**src/rtl/kernel_resp_misr_if.sv**
```systemverilog
// -----------------------------------------------------------------------------
// kernel_resp_misr_if
// Handshake bus that carries one kernel input vector and the kernel's response
// from the stimulus source to the response compactor.
//   in_valid : source -> compactor, a vector/response pair is presented
//   in_ready : compactor -> source, the pair is accepted this cycle
//   in_vec   : source -> compactor, kernel input vector (LSB = lowest index)
//   in_resp  : source -> compactor, kernel output for in_vec
// Modports: master = stimulus source, slave = compactor.
// -----------------------------------------------------------------------------
interface kernel_resp_misr_if #(
  parameter int VEC_W = 15
) ();
  logic             in_valid;
  logic             in_ready;
  logic [VEC_W-1:0] in_vec;
  logic             in_resp;

  modport master (
    output in_valid,
    output in_vec,
    output in_resp,
    input  in_ready
  );

  modport slave (
    input  in_valid,
    input  in_vec,
    input  in_resp,
    output in_ready
  );
endinterface

```
**src/rtl/kernel_resp_misr.sv**
```systemverilog
// -----------------------------------------------------------------------------
// kernel_resp_misr
// Response compactor for the combinational kernel_2_2 benchmark kernel. Each
// accepted {vector, response} pair is folded into a MISR; accepted pairs and
// ones responses are counted. After the programmed number of pairs the
// signature is compared against an expected value and a pass flag reported.
//
// Ports:
//   clk        : rising-edge clock
//   rst_n      : asynchronous active-low reset
//   s_in       : pair handshake bus (slave side), see kernel_resp_misr_if
//   i_start    : one-cycle pulse, latches i_num_vec / i_exp_sig, starts a run
//   i_num_vec  : pairs in the run (sampled on i_start)
//   i_exp_sig  : expected final signature (sampled on i_start)
//   o_sig      : current signature
//   o_vec_cnt  : pairs accepted in this run
//   o_ones_cnt : accepted pairs whose response was 1
//   o_busy     : run or compare in progress
//   o_done     : run finished, o_pass valid
//   o_pass     : signature matched the expected value
// -----------------------------------------------------------------------------
module kernel_resp_misr #(
  parameter int               VEC_W = 15,
  parameter int               SIG_W = 16,
  parameter logic [SIG_W-1:0] POLY  = 16'h1021,
  parameter logic [SIG_W-1:0] SEED  = 16'h0000,
  parameter int               CNT_W = 16
) (
  input  logic                clk,
  input  logic                rst_n,
  kernel_resp_misr_if.slave   s_in,
  input  logic                i_start,
  input  logic [CNT_W-1:0]    i_num_vec,
  input  logic [SIG_W-1:0]    i_exp_sig,
  output logic [SIG_W-1:0]    o_sig,
  output logic [CNT_W-1:0]    o_vec_cnt,
  output logic [CNT_W-1:0]    o_ones_cnt,
  output logic                o_busy,
  output logic                o_done,
  output logic                o_pass
);

  typedef enum logic [1:0] {
    ST_IDLE  = 2'd0,
    ST_RUN   = 2'd1,
    ST_CHECK = 2'd2,
    ST_DONE  = 2'd3
  } state_t;

  state_t           r_state,     w_state_next;
  logic [SIG_W-1:0] r_sig,       w_sig_next;
  logic [CNT_W-1:0] r_vec_cnt,   w_vec_cnt_next;
  logic [CNT_W-1:0] r_ones_cnt,  w_ones_cnt_next;
  logic [CNT_W-1:0] r_num_vec,   w_num_vec_next;
  logic [SIG_W-1:0] r_exp_sig,   w_exp_sig_next;
  logic             r_pass,      w_pass_next;

  logic             w_accept;
  logic [SIG_W-1:0] w_d;
  logic [SIG_W-1:0] w_misr;
  logic [CNT_W-1:0] w_vec_cnt_inc;

  // Handshake and status decode straight from the registered state, so there
  // is no combinational path from in_valid back to in_ready.
  assign s_in.in_ready = (r_state == ST_RUN);
  assign o_busy        = (r_state == ST_RUN) || (r_state == ST_CHECK);
  assign o_done        = (r_state == ST_DONE);
  assign o_sig         = r_sig;
  assign o_vec_cnt     = r_vec_cnt;
  assign o_ones_cnt    = r_ones_cnt;
  assign o_pass        = r_pass;

  assign w_accept      = (r_state == ST_RUN) && s_in.in_valid;

  // Response sits in bit 0, vector above it, zero-extended to the MISR width.
  assign w_d           = SIG_W'({s_in.in_vec, s_in.in_resp});
  assign w_misr        = (r_sig << 1) ^ (r_sig[SIG_W-1] ? POLY : '0) ^ w_d;
  assign w_vec_cnt_inc = r_vec_cnt + CNT_W'(1);

  always_ff @(posedge clk or negedge rst_n) begin
    if (!rst_n) begin
      r_state    <= ST_IDLE;
      r_sig      <= SEED;
      r_vec_cnt  <= '0;
      r_ones_cnt <= '0;
      r_num_vec  <= '0;
      r_exp_sig  <= '0;
      r_pass     <= 1'b0;
    end else begin
      r_state    <= w_state_next;
      r_sig      <= w_sig_next;
      r_vec_cnt  <= w_vec_cnt_next;
      r_ones_cnt <= w_ones_cnt_next;
      r_num_vec  <= w_num_vec_next;
      r_exp_sig  <= w_exp_sig_next;
      r_pass     <= w_pass_next;
    end
  end

  always_comb begin
    w_state_next    = r_state;
    w_sig_next      = r_sig;
    w_vec_cnt_next  = r_vec_cnt;
    w_ones_cnt_next = r_ones_cnt;
    w_num_vec_next  = r_num_vec;
    w_exp_sig_next  = r_exp_sig;
    w_pass_next     = r_pass;

    unique case (r_state)
      // IDLE and DONE share the same start/load behaviour; DONE just holds
      // its results until re-armed.
      ST_IDLE, ST_DONE: begin
        if (i_start) begin
          w_sig_next      = SEED;
          w_vec_cnt_next  = '0;
          w_ones_cnt_next = '0;
          w_pass_next     = 1'b0;
          w_num_vec_next  = i_num_vec;
          w_exp_sig_next  = i_exp_sig;
          w_state_next    = (i_num_vec == '0) ? ST_CHECK : ST_RUN;
        end
      end

      // i_start is deliberately not looked at here.
      ST_RUN: begin
        if (w_accept) begin
          w_sig_next      = w_misr;
          w_vec_cnt_next  = w_vec_cnt_inc;
          w_ones_cnt_next = r_ones_cnt + CNT_W'(s_in.in_resp);
          if (w_vec_cnt_inc == r_num_vec) begin
            w_state_next = ST_CHECK;
          end
        end
      end

      ST_CHECK: begin
        w_pass_next  = (r_sig == r_exp_sig);
        w_state_next = ST_DONE;
      end

      default: begin
        w_state_next = ST_IDLE;
      end
    endcase
  end

endmodule

```
**src/flat_wrapper.sv**
```systemverilog
// flat-port wrapper written by rule: the top's interface ports become plain ports
module kernel_resp_misr_flat 
#(
  parameter int               VEC_W = 15,
  parameter int               SIG_W = 16,
  parameter logic [SIG_W-1:0] POLY  = 16'h1021,
  parameter logic [SIG_W-1:0] SEED  = 16'h0000,
  parameter int               CNT_W = 16
)
  (clk, rst_n, i_start, i_num_vec, i_exp_sig, o_sig, o_vec_cnt, o_ones_cnt, o_busy, o_done, o_pass, s_in_in_valid, s_in_in_vec, s_in_in_resp, s_in_in_ready);
  kernel_resp_misr_if #(.VEC_W(VEC_W)) s_in_i ();
  input  logic clk;
  input  logic rst_n;
  input  logic i_start;
  input  logic [CNT_W-1:0] i_num_vec;
  input  logic [SIG_W-1:0] i_exp_sig;
  output logic [SIG_W-1:0] o_sig;
  output logic [CNT_W-1:0] o_vec_cnt;
  output logic [CNT_W-1:0] o_ones_cnt;
  output logic o_busy;
  output logic o_done;
  output logic o_pass;
  input wire logic [$bits(s_in_i.in_valid)-1:0] s_in_in_valid;
  input wire logic [$bits(s_in_i.in_vec)-1:0] s_in_in_vec;
  input wire logic [$bits(s_in_i.in_resp)-1:0] s_in_in_resp;
  output wire logic [$bits(s_in_i.in_ready)-1:0] s_in_in_ready;
  assign s_in_i.in_valid = s_in_in_valid;
  assign s_in_i.in_vec = s_in_in_vec;
  assign s_in_i.in_resp = s_in_in_resp;
  assign s_in_in_ready = s_in_i.in_ready;
  kernel_resp_misr #(.VEC_W(VEC_W), .SIG_W(SIG_W), .POLY(POLY), .SEED(SEED), .CNT_W(CNT_W)) u_core (.clk(clk), .rst_n(rst_n), .s_in(s_in_i), .i_start(i_start), .i_num_vec(i_num_vec), .i_exp_sig(i_exp_sig), .o_sig(o_sig), .o_vec_cnt(o_vec_cnt), .o_ones_cnt(o_ones_cnt), .o_busy(o_busy), .o_done(o_done), .o_pass(o_pass));
endmodule
```
**config.mk**
```make
export PLATFORM = sky130hd
export DESIGN_NAME = kernel_resp_misr_flat
export DESIGN_NICKNAME = d
export VERILOG_FILES = /design/src/rtl/kernel_resp_misr_if.sv /design/src/rtl/kernel_resp_misr.sv /design/src/flat_wrapper.sv
export SDC_FILE = /design/constraint.sdc
export NUM_CORES = 1
export LEC_CHECK = 0
export ABC_AREA = 1
export CORE_ASPECT_RATIO = 2
export CORE_MARGIN = 2
export CORE_UTILIZATION = 55
export DETAILED_ROUTE_END_ITERATION = 7
export DONT_BUFFER_PORTS = 1
export PLACE_DENSITY_LB_ADDON = 0.25
export RECOVER_POWER = 100
export SKIP_CTS_REPAIR_TIMING = 1
export SYNTH_ARGS = -nofsm -noshare
export SYNTH_HDL_FRONTEND = slang
export SYNTH_SLANG_ARGS = --single-unit
```
**constraint.sdc**
```tcl
create_clock -name clk -period 3.5 [get_ports clk]
set_input_delay 0.875 -clock clk [delete_from_list [all_inputs] [get_ports clk]]
set_output_delay 0.875 -clock clk [all_outputs]
set_load 0.005 [all_outputs]
```
After elaboration in Yosys (flattened, before gate mapping)
Cells that the tools add are included.

word-level totals
  register bits = 83
  bits of input ports = 52
  output and inout bits = 52

cells by class
  $add $sub $neg = 2
  equal/unequal tests = 8
  muxes and demuxes = 15
  bitwise gates (word level) = 2
  reductions and logical operators = 11

operators with widths
  cell                                           count
  one-hot mux 16 bit (2 select lines)            3
  two-way mux 16 bit                             4
  == test 16 bit                                 2
  XOR 16 bit                                     2
  adder 16 x 1 -> 16 bit                         1
  adder 16 x 1 -> 16 bit, second input constant  1
  logical NOT 16 bit                             1
  two-way mux 13 bit                             1
  two-way mux 2 bit                              4
  one-hot mux 2 bit (3 select lines)             1
  AND reduction 3 bit                            2
  == test 2 bit, second input constant           2
  != test 2 x 1 -> 1 bit, second input constant  2
  AND reduction 2 bit                            2
  nonzero test 2 bit                             2
  == test 2 x 1 -> 1 bit, second input constant  1
  logical NOT 2 bit                              1
  != test 2 bit, second input constant           1
  one-hot mux 1 bit (2 select lines)             1
  OR reduction 2 bit                             1
  logical AND 1 bit                              1
  logical OR 1 bit                               1
  two-way mux 1 bit                              1

Logic depth before layout (Yosys ltp)
  word-level depth = 5
  mapped depth = 16
  gate-level depth less buffers = 16

Worst setup path after synthesis
OpenSTA, ideal clock, no wires.

  path type = input port to flip-flop
  start point = in s_in_in_resp
  end point = reg u_core.r_ones_cnt[14], in the netlist u_core.o_ones_cnt[14]
  setup time = 94 ps
  data arrival time = 1933 ps
  required time = 3406 ps
  setup slack = 1473 ps
  stages = 8
  path buffers = 0
  cells stage by stage = ha_1 -> ha_1 -> nand3_2 -> nor2_4 -> nand3_1 -> nor2_2 -> nand3_1 -> a211oi_1

on the way
  cells in the longest elaborated chain, start to end = 3

ends and longest elaborated chain
  item                                 RTL line                 source
  from (decl)                          flat_wrapper.sv:25       input wire logic [$bits(s_in_i.in_resp)-1:0] s_in_in_resp;
  adder 16 x 1 -> 16 bit               kernel_resp_misr.sv:129  w_ones_cnt_next = r_ones_cnt + CNT_W'(s_in.in_resp);
  two-way mux 16 bit                   kernel_resp_misr.sv:126  if (w_accept) begin
  one-hot mux 16 bit (2 select lines)  kernel_resp_misr.sv:109  unique case (r_state)
  to (signal assigned)                 kernel_resp_misr.sv:93   r_ones_cnt <= w_ones_cnt_next;
  to (decl)                            kernel_resp_misr.sv:53   logic [CNT_W-1:0] r_ones_cnt, w_ones_cnt_next;

No other way between the ends. The select of a mux whose other input is x is not followed.
A chain may end at the register's enable or synchronous reset.

Worst setup path in the final report
  start point = reg u_core.r_state[1]
  end point = reg u_core.r_ones_cnt[11], in the netlist u_core.o_ones_cnt[11]

on the way
  cells in the longest elaborated chain, start to end = 4
  elaborated cells between the ends (all ways) = 10
  those cells by class = eq/ne: 4; mux: 1; reduce/logical: 5

ends and longest elaborated chain
  item                              RTL line                source
  from (decl)                       kernel_resp_misr.sv:50  state_t r_state, w_state_next;
  from (signal assigned)            kernel_resp_misr.sv:90  r_state <= w_state_next;
  == test 2 x 1 -> 1 bit (*)        --
  via s_in_in_ready                 flat_wrapper.sv:26      output wire logic [$bits(s_in_i.in_ready)-1:0] s_in_in_ready;
  logical AND 1 bit                 kernel_resp_misr.sv:73  assign w_accept = (r_state == ST_RUN) && s_in.in_valid;
  != test 2 x 1 -> 1 bit (no line)  --
  AND reduction 3 bit (no line)     --

Mark *: on every way through the listed nets, which the timed path passes. The rest lies on a longest branch.

==> results.yml <==
power:
  seq_power_share_pct: 39.2
  pwr-share-clk_pct: 25.3
  ir_drop_uv: 515.5
  pwr-share-comb_pct: 35.5
  p_sw_uw: 1561
  power_uw: 4031
  p_leak_uw: 0.002219
  sw_frac_of_total_pct: 38.74
  p_per_area_mw_per_mm2: 826.0
  intPower_uw: 2469
setup_path:
  cp-end-kind: "flip-flop"
  crit_family: "simple AND/OR/NAND/NOR gates"
  path_class: "flip-flop to flip-flop"
  cp.required_ps: 3730
  worst_r2r_startpoint: "u_core.r_state[1]$_DFFE_PN0P_"
  worst-path-max-fanout: 18
  crit_buf_inv: 2
  r2r_end: "u_core.o_ones_cnt[11]$_DFFE_PN0P_"
  cp.arrival_ps: 3170
  r2r_cells: 9
  r2r_slack_ps: 550
  crit_chain: "inv_1 -> ha_1 -> nand2_1 -> nand2_1 -> nor2_4 -> inv_1 -> nor2_1 -> a21oi_1 -> o21a_1"
  cp-start-kind: "flip-flop"
  slowest_stage: "nor2_1"
  critPathMaxStageDelay_ps: 680
timing:
  fmax_ghz: 0.3392
  fin_setup_tns_ps: 0
  fin_hold_ws_ps: 218.9
  setup_viol: 0
  final_max_slew_viol_count: 47
  final_hold_viol_count: 0
  setup_slack_ps: 552.0
  fin_skew_ps: 13.81
  rsz0062_at_grt: "false"
  fin_crit_ps: 2948
  relSlewSlack_pct: -20.04
  worst_pin_slew_ps: 1796
  timing.final.crit_share_pct: 84.23
die:
  fp.coreArea_mm2: 0.007943
  die_x_um: 67.91
  io_pins: 104
  die_h_um: 131.8
  floorplan.initialDensity_pct: 56.57
  die_area_mm2: 0.008952
  std_cell_rows: 46
clock_tree:
  clk_pin_slew_ps: 70
  h-tree-depth: 3
  cts_made_buffers: 9
  cts_buffer_depth: 2
  clkSinkCount: 83
  cts_tree: "yes"
  root_buffer: "clkbuf_16"
  insertion_delay_ps: 340
status:
  status: "complete, but fails checks"
  violations: "capacitance limit, slew limit"
drt:
  vias_per_cell: 5.898
  vias: 3804
  drtIter0Drc: 287
  first_pass_iters: 5
  antenna_left: 0
  avgRoutedWirePerCell_um: 18.68
  drc: 0
  wl_um: 12050
global_routing:
  grt_pass1_vias: 4003
  antenna_found_initial: 0
  track_usage_pct: 29.05
  grt_max_degree: 84
  grt_first_pass_wirelength_um: 19440
  grt_remaining_overflow: 0
placed_design:
  io_buffers: 0
  dp_slack_ps: 740.2
  gp_congestion: 0.7840
  placed_area_mm2: 0.004581
  hpwl_um: 8844
layout:
  area_growth_pct: 8.605
  multi_input_area_mm2: 0.002098
  diodes: 0
  nNetsFinal: 602
  drive_above_1_share_pct: 9.290
  sequential_cell_area_mm2: 0.002077
  final_area_mm2: 0.004880
  fill_cells: 729
logic_synthesis:
  synth-edff-count: 0
  syn-num-nets: 602
  syn_area_per_cell_um2: 8.259
  synth-main-ff-cell: "dfrtp_1"
  ys_warn_count: 0
  synth_seq_cells: 83
  syn_area_mm2: 0.004493
  synth_async_sr_flop_share_pct: 100.0
  seq_area_frac_synth_pct: 46.23
  synth_cell_types: 35
  synthCells: 544
hold_path:
  hold_path_class: "primary input to asynchronous set/reset pin"
run:
  maxCapViolCount: 1
power groups by stage:
| stage | combinational (uW) | clock, uW | sequential (uW) |
|---|---|---|---|
| finish | 1430 | 1020 | 1580 |
| global route | 1620 | 1070 | 1620 |
| detailed placement | 1440 | 0 | 1590 |
| global placement | 1390 | 0 | 1580 |
| floorplan | 1130 | 0 | 1500 |
| CTS | 1450 | 1030 | 1580 |
sequential cells by signal, indices dropped and copies added, names as in the netlist:
register           flops
u_core.o_vec_cnt      16
u_core.o_ones_cnt     16
u_core.o_sig          16
u_core.r_num_vec      16
u_core.o_pass          1
u_core.r_state         2
u_core.r_exp_sig      16
area by class of cell:
type | instances | area share, %
inverter | 66 | 5.077
multi-input combinational | 381 | 43.00
tap | 96 | 2.462
timing repair buffer | 3 | 0.3333
clock buffer | 12 | 5.051
sequential | 83 | 42.56
clock inverter | 4 | 1.513
worst reg2reg max path, cell delays in order (launching register included):
cell and delay [ps]:
dfrtp_1 400, inv_1 80, ha_1 370, nand2_1 140, nand2_1 100, nor2_4 400
inv_1 450, nor2_1 680, a21oi_1 90, o21a_1 140
routing by layer:
layer	up-vias	GRT usage [%]	part of all wire, %
met1	1847	28.89	34
met2	126	53.00	56
met3	24	7.344	6.0
met4	0	13.89	3.8
met5	-	0	0
li1	1807	-	-
cell usage after synthesis (2+ instances only):
master / n / area share, %
nand2_1: 124 / 10
a21oi_1: 23 / 2.6
dfrtp_1: 83 / 46
clkbuf_1: 9 / 0.75
inv_2: 2 / 0.17
nor2_2: 4 / 0.56
mux2_2: 14 / 3.5
nor4_1: 4 / 0.56
nor3b_1: 2 / 0.33
ha_1: 6 / 1.7
nor2_4: 7 / 1.8
nand3_1: 46 / 5.1
nand3b_1: 4 / 0.67
nand3_2: 2 / 0.45
nand4_1: 11 / 1.5
a221oi_1: 2 / 0.39
o22ai_1: 27 / 3.8
inv_1: 64 / 5.3
nand2_2: 7 / 0.97
a211oi_1: 3 / 0.50
o21ai_0: 12 / 1.3
xor2_1: 8 / 1.6
nor3_1: 11 / 1.2
xnor2_1: 18 / 3.5
nor2_1: 39 / 3.3
buf_1: 3 / 0.25
cells by family (layout without fill, tap and decap cells):
family | after synthesis | count (layout) | synth area share (%)
AND/OR/NAND/NOR | 263 | 263 | 27.26
flip-flops | 83 | 83 | 46.23
buffers and inverters | 80 | 85 | 6.795
AO/OA/AOI/OAI | 72 | 72 | 9.468
XOR/XNOR | 26 | 26 | 5.068
multiplexers | 14 | 14 | 3.509
adder cells (fa/ha/maj) | 6 | 6 | 1.671
worst max-delay path by stage:
stage	endpoint	slack, ps	cells after the start	from
6_report	u_core.o_ones_cnt[11]$_DFFE_PN0P_	550	9	u_core.r_state[1]$_DFFE_PN0P_
5_1_grt	u_core.o_ones_cnt[11]$_DFFE_PN0P_	260	9	u_core.r_state[1]$_DFFE_PN0P_
4_1_cts	u_core.o_ones_cnt[11]$_DFFE_PN0P_	730	9	u_core.r_state[1]$_DFFE_PN0P_
3_5_place_dp	u_core.o_ones_cnt[11]$_DFFE_PN0P_	740	9	u_core.r_state[1]$_DFFE_PN0P_
3_3_place_gp	u_core.o_ones_cnt[11]$_DFFE_PN0P_	860	8	i_start
2_1_floorplan	u_core.o_ones_cnt[14]$_DFFE_PN0P_	1470	8	s_in_in_resp
metrics by stage:
step	utilization, %	instances
2_1_floorplan	-	544
3_3_place_gp	57.67	629
3_5_place_dp	57.67	629
4_1_cts	61.70	645
5_1_grt	61.44	645
6_report	61.44	645
layout by cell type (no fill, tap or decap), types with 2 or more instances in the layout:
cell	synthesis	routed
nor3b_1	2	2
nor2_2	4	4
nand2_1	124	126
bufinv_16	0	2
a221oi_1	2	2
nand4_1	11	11
nor2_1	39	40
o22ai_1	27	27
mux2_2	14	14
a211oi_1	3	3
clkbuf_1	9	3
xor2_1	8	8
nor2_4	7	6
ha_1	6	6
clkbuf_16	0	9
nor4_1	4	4
inv_1	64	65
dfrtp_1	83	83
nand3_2	2	2
nand2_2	7	5
xnor2_1	18	18
nor3_1	11	11
nand3_1	46	46
nand3b_1	4	4
o21ai_0	12	12
a21oi_1	23	23
No activity file was read; power rests on OpenSTA's default activity.
